===== src/rtl/proximity_alarm_ctrl.sv =====
// Proximity alarm controller: tracks the per-frame disparity maximum inside a column window,
// runs a hysteresis alarm FSM on it, and arbitrates a tone generator between alarm and beeps.
module proximity_alarm_ctrl #(
  parameter int unsigned H_RES       = 160,
  parameter int unsigned FRAME_LAST  = 19199,
  parameter int unsigned ON_THRESH   = 128,
  parameter int unsigned OFF_THRESH  = 96,
  parameter int unsigned ON_FRAMES   = 3,
  parameter int unsigned OFF_FRAMES  = 5,
  parameter int unsigned BEEP_PERIOD = 200000,
  parameter int unsigned BEEP_FRAMES = 4
) (
  input  logic        clk_data,
  input  logic        rst_n,
  input  logic        pix_valid,
  input  logic [14:0] pix_addr,
  input  logic [7:0]  pix_data,
  input  logic [7:0]  roi_x0,
  input  logic [7:0]  roi_x1,
  input  logic        beep_req,
  output logic        beep_ack,
  output logic        frame_done,
  output logic [7:0]  frame_max,
  output logic        alarm,
  output logic        tone_en,
  output logic [19:0] tone_period
);

  localparam logic [14:0] LastAddr = 15'(FRAME_LAST);
  localparam logic [7:0]  ColLast  = 8'(H_RES - 1);
  localparam logic [7:0]  OnTh     = 8'(ON_THRESH);
  localparam logic [7:0]  OffTh    = 8'(OFF_THRESH);
  localparam logic [2:0]  OnCnt    = 3'(ON_FRAMES);
  localparam logic [2:0]  OffCnt   = 3'(OFF_FRAMES);
  localparam logic [2:0]  BeepCnt  = 3'(BEEP_FRAMES);
  localparam logic [19:0] BeepPer  = 20'(BEEP_PERIOD);
  localparam logic [19:0] PerBase  = 20'd520000;

  typedef enum logic [1:0] {StIdle, StArming, StAlarm, StReleasing} state_e;

  // Pixel path
  logic [7:0] col_q, col_d, x0_q, x0_d, x1_q, x1_d, max_q, max_d, frame_max_q;
  logic       in_frame_q, in_frame_d, in_roi, is_first, done_d, done_q;

  always_comb begin
    is_first = (pix_addr == 15'd0);
    if (is_first) begin
      col_d = 8'd0;
      x0_d  = roi_x0;
      x1_d  = roi_x1;
    end else begin
      col_d = (col_q == ColLast) ? 8'd0 : col_q + 8'd1;
      x0_d  = x0_q;
      x1_d  = x1_q;
    end
    in_roi = (x0_d <= col_d) && (col_d <= x1_d);
    if (is_first) begin
      max_d = in_roi ? pix_data : 8'd0;
    end else if (in_roi && (pix_data > max_q)) begin
      max_d = pix_data;
    end else begin
      max_d = max_q;
    end
    // Only a frame that began at address 0 may complete; aborted or post-reset tails are dropped.
    in_frame_d = (pix_addr != LastAddr) && (is_first || in_frame_q);
    done_d     = pix_valid && (pix_addr == LastAddr) && (is_first || in_frame_q);
  end

  always_ff @(posedge clk_data or negedge rst_n) begin
    if (!rst_n) begin
      col_q       <= 8'd0;
      x0_q        <= 8'd0;
      x1_q        <= 8'd0;
      max_q       <= 8'd0;
      in_frame_q  <= 1'b0;
      done_q      <= 1'b0;
      frame_max_q <= 8'd0;
    end else begin
      done_q <= done_d;
      if (pix_valid) begin
        col_q      <= col_d;
        x0_q       <= x0_d;
        x1_q       <= x1_d;
        max_q      <= max_d;
        in_frame_q <= in_frame_d;
      end
      if (done_d) begin
        frame_max_q <= max_d;
      end
    end
  end

  // Alarm FSM
  state_e      state_q, state_d;
  logic [2:0]  cnt_q, cnt_d, cnt_inc;
  logic        is_near, is_clear, alarm_d, alarm_q;
  logic [19:0] alarm_period_q, alarm_period_d;

  always_comb begin
    state_d  = state_q;
    cnt_d    = cnt_q;
    cnt_inc  = cnt_q + 3'd1;
    is_near  = (frame_max_q >= OnTh);
    is_clear = (frame_max_q < OffTh);
    if (done_q) begin
      case (state_q)
        StIdle: begin
          if (is_near) begin
            if (OnCnt <= 3'd1) begin
              state_d = StAlarm;
              cnt_d   = 3'd0;
            end else begin
              state_d = StArming;
              cnt_d   = 3'd1;
            end
          end
        end
        StArming: begin
          if (!is_near) begin
            state_d = StIdle;
            cnt_d   = 3'd0;
          end else if (cnt_inc >= OnCnt) begin
            state_d = StAlarm;
            cnt_d   = 3'd0;
          end else begin
            cnt_d = cnt_inc;
          end
        end
        StAlarm: begin
          if (is_clear) begin
            if (OffCnt <= 3'd1) begin
              state_d = StIdle;
              cnt_d   = 3'd0;
            end else begin
              state_d = StReleasing;
              cnt_d   = 3'd1;
            end
          end
        end
        StReleasing: begin
          if (!is_clear) begin
            state_d = StAlarm;
            cnt_d   = 3'd0;
          end else if (cnt_inc >= OffCnt) begin
            state_d = StIdle;
            cnt_d   = 3'd0;
          end else begin
            cnt_d = cnt_inc;
          end
        end
        default: begin
          state_d = StIdle;
          cnt_d   = 3'd0;
        end
      endcase
    end
    alarm_d        = (state_d == StAlarm) || (state_d == StReleasing);
    alarm_period_d = (done_q && alarm_d) ? PerBase - 20'(frame_max_q) * 20'd2000 : alarm_period_q;
  end

  // Beep arbitration: evaluated against the FSM's next state so the alarm always wins.
  logic        beep_active_q, beep_active_d, beep_ack_q, grant;
  logic [2:0]  beep_cnt_q, beep_cnt_d, beep_inc;
  logic        tone_en_q, tone_en_d;
  logic [19:0] tone_period_q, tone_period_d;

  always_comb begin
    beep_active_d = beep_active_q;
    beep_cnt_d    = beep_cnt_q;
    beep_inc      = beep_cnt_q + 3'd1;
    grant         = beep_req && !alarm_d && !alarm_q && !beep_active_q;
    if (alarm_d) begin
      beep_active_d = 1'b0;
    end else if (grant) begin
      beep_active_d = 1'b1;
      beep_cnt_d    = 3'd0;
    end else if (beep_active_q && done_q) begin
      if (beep_inc >= BeepCnt) begin
        beep_active_d = 1'b0;
      end
      beep_cnt_d = beep_inc;
    end
    tone_en_d = alarm_d | beep_active_d;
    if (alarm_d) begin
      tone_period_d = alarm_period_d;
    end else if (beep_active_d) begin
      tone_period_d = BeepPer;
    end else begin
      tone_period_d = tone_period_q;
    end
  end

  always_ff @(posedge clk_data or negedge rst_n) begin
    if (!rst_n) begin
      state_q        <= StIdle;
      cnt_q          <= 3'd0;
      alarm_q        <= 1'b0;
      alarm_period_q <= PerBase;
      beep_active_q  <= 1'b0;
      beep_cnt_q     <= 3'd0;
      beep_ack_q     <= 1'b0;
      tone_en_q      <= 1'b0;
      tone_period_q  <= PerBase;
    end else begin
      state_q        <= state_d;
      cnt_q          <= cnt_d;
      alarm_q        <= alarm_d;
      alarm_period_q <= alarm_period_d;
      beep_active_q  <= beep_active_d;
      beep_cnt_q     <= beep_cnt_d;
      beep_ack_q     <= grant;
      tone_en_q      <= tone_en_d;
      tone_period_q  <= tone_period_d;
    end
  end

  assign beep_ack    = beep_ack_q;
  assign frame_done  = done_q;
  assign frame_max   = frame_max_q;
  assign alarm       = alarm_q;
  assign tone_en     = tone_en_q;
  assign tone_period = tone_period_q;

endmodule


===== config.mk =====
export PLATFORM = sky130hd
export DESIGN_NAME = proximity_alarm_ctrl
export DESIGN_NICKNAME = d
export VERILOG_FILES = /design/src/rtl/proximity_alarm_ctrl.sv
export SDC_FILE = /design/constraint.sdc
export NUM_CORES = 1
export LEC_CHECK = 0
export CAP_MARGIN = 20
export CORE_MARGIN = 2
export CORE_UTILIZATION = 50
export CTS_BUF_LIST = sky130_fd_sc_hd__clkbuf_4 sky130_fd_sc_hd__clkbuf_8 sky130_fd_sc_hd__clkbuf_16
export CTS_CLUSTER_DIAMETER = 50
export CTS_CLUSTER_SIZE = 28
export DETAILED_ROUTE_END_ITERATION = 8
export PLACE_DENSITY = 0.71
export SLEW_MARGIN = 20
export SYNTH_ARGS = -nofsm -noshare
export SYNTH_HDL_FRONTEND = slang
export SYNTH_SLANG_ARGS = --single-unit

===== constraint.sdc =====
create_clock -name clk_data -period 4.9 [get_ports clk_data]
set_input_delay 1.225 -clock clk_data [delete_from_list [all_inputs] [get_ports clk_data]]
set_output_delay 1.225 -clock clk_data [all_outputs]
set_load 0.02 [all_outputs]

==> impl_metrics.ini <==
[critical_path]
cp_max_fo = 8
critPathCaptureType = flop
cp.required_ps = 5170
critical_path_class = reg -> reg
arrival_ps = 4940
critPathLaunchType = flop

[global_routing]
grt_pass1_wl_um = 24900
antenna_found_initial = 0
gr-total-overflow = 0
grt_start_max_net_pins = 76
grt_pass1_vias = 5433
gr-usage-all-layers_pct = 21.3

[clock_network]
cts_tree = done
postCtsHoldBufs = 0
cts_max_path_buffers = 2
clock-sinks = 94
cts_made_buffers = 9
cts-root-buf = clkbuf_16
path_clk_slew_ps = 70
htree_levels = 3
clock_latency_ps = 360

[placement]
preCtsSetupSlack_ps = 125
placed_area_um2 = 7670
port_buffers = 74
placed_cells = 938
place_hpwl_um = 11300
gp_congestion = 0.869

[layout]
multi_input_area_um2 = 3990
fin_nets = 911
final-seq-area_um2 = 2380
drive_above_1_share_pct = 13.4
layout.cells.non_filler = 957
finish.instance_area_um2 = 8000
layout_common_cells = 76 x nand2_1, 73 x clkdlybuf4s50_1, 70 x ha_1
area_delta_synth_final_pct = 18.7
final_common_cell = nand2_1
nFillCells = 1123
post-route-util_pct = 60.6
n_antenna_cell = 0

[timing]
period_needed_ps = 4670
grt_setup_unrepaired = no
fmax_ghz = 0.214
maxSlewViolCount = 0
period_share_pct = 95.4
relSlewSlack_pct = 38.7
fin_setup_tns_ps = 0
setup_viol = 0
finalWorstSetupSlack_ps = 226
skew_ps = 11.0
tightest_slew_ps = 920
hold_viol = 0

[power_and_ir_drop]
leakage_nw = 3.96
ir_drop_mv = 0.173
power.density_nw_per_um2 = 248

[die]
die_w_um = 120
rows = 42
dieArea_um2 = 14400
initial_core_util_pct = 51.1
core-area_um2 = 13200
die_h_um = 120
io_pins = 75

[route]
ant_nets = 0
drc = 0
wire_per_inst_um = 15.2
vias = 5319
drtIter0Drc = 304
viasPerCell = 5.56
routed_wl_um = 14600
first_pass_iters = 4

[logic_synthesis]
synth_nets = 832
syn_area_per_cell_um2 = 9.66
seq_area_frac_synth_pct = 35.3
synth_edf_count = 0
yosys_register_bits = 94
synthCells = 697
synthArstFlopShare_pct = 100
synthesis.area_um2 = 6740
yosys_most_used_dff = dfrtp_1
synth_cell_types = 71
yosysWarnings = 0

[hold_path]
min_path_type = reg -> reg

[job]
cap_violations = 0

[status]
outcome = completed
## logic make-up after synthesis
group,Yosys count,synth area share (%)
and+or+nand+nor,213,15.9
AOI/OAI and AO/OA,148,14.7
DFF,94,35.3
adders and majority gates,92,19.4
buffers and inverters,91,5.63
muxes,34,5.48
xor gates and xnor gates,25,3.47
## path summary, 6_finish.rpt
path	from	end	slack [ps]	cells after the start
worst max-delay path	frame_max[2]	tone_period[18]	230	15
worst min-delay path	alarm_period_q[8]	alarm_period_q[8]	460	2
worst max register to register	frame_max[2]	tone_period[18]	230	15
worst min register to register	alarm_period_q[8]	alarm_period_q[8]	460	2
max in group asynchronous	rst_n	frame_max[6]	3080	2
min in group asynchronous	rst_n	alarm	1000	1
## sequential cells by signal (all words and copies together) (netlist names), 2 cells and up
| name | flops |
|---|---|
| col_q | 8 |
| frame_max | 8 |
| x0_q | 8 |
| cnt_q | 3 |
| beep_cnt_q | 3 |
| max_q | 8 |
| tone_period | 20 |
| alarm_period_q | 20 |
| x1_q | 8 |
| state_q | 2 |
## layout make-up
cell class / count / share of cell area, %
well taps: 176 / 2.75
clock buffers: 10 / 2.99
repair buffers: 89 / 10.6
inverters: 70 / 3.29
multi-input cells: 512 / 49.9
clock inverters: 6 / 0.610
flip-flops and latches: 94 / 29.8
## synth_stat cells, types with 10 or more instances
cell / n / area (µm²)
nand2_1: 76 / 285
dfrtp_1: 72 / 1800
ha_1: 71 / 888
inv_1: 68 / 255
nor2_1: 43 / 161
a21oi_1: 34 / 170
o21ai_0: 24 / 120
mux2_2: 23 / 259
dfstp_2: 22 / 578
nand4_1: 22 / 138
fa_1: 21 / 420
o211ai_1: 16 / 120
a21o_1: 12 / 90.1
clkbuf_1: 12 / 45.0
xor2_1: 12 / 105
mux2i_1: 11 / 110
nand3_1: 11 / 55.1
xnor2_1: 11 / 96.3
a31oi_1: 10 / 62.6
## through the flow
step / hold slack [ps] / power (mW)
after floorplan: 437 / 1.15
after global placement: 444 / 1.28
after detailed placement: 447 / 1.31
after CTS: 459 / 2.00
after global routing: 484 / 2.10
final: 458 / 1.98
## critical path: stages (launching register included)
cell and delay (ps):
dfrtp_2 490, fa_1 560, xor2_1 170, ha_1 270
fa_1 510, inv_1 60, fa_1 510, inv_1 50
ha_1 350, o21ai_2 170, a21oi_1 80, or4b_4 500
nand3_4 130, nand4_4 90, or4_4 530, o211ai_1 110
## layer usage
metal  track usage (%)  vias up  share of wire [%]
li1                  -     2622                  -
met1              26.8     2543                 44
met2              36.5      135                 49
met3              3.75       19                4.7
met4              8.16        0                1.9
met5                 0        -                  0
## what timing repair did
item	CTS	global route
endpoints found under the hold margin	0	0
setup endpoints to repair	0	4
setup buffers	0	3
resized for setup	0	6
## report_power, final
group	internal, mW	total [mW]	switching [mW]
clock network	0.366	0.685	0.319
logic	0.192	0.454	0.262
registers	0.809	0.844	0.0354
Note: power is estimated with default switching activity, not from simulation.
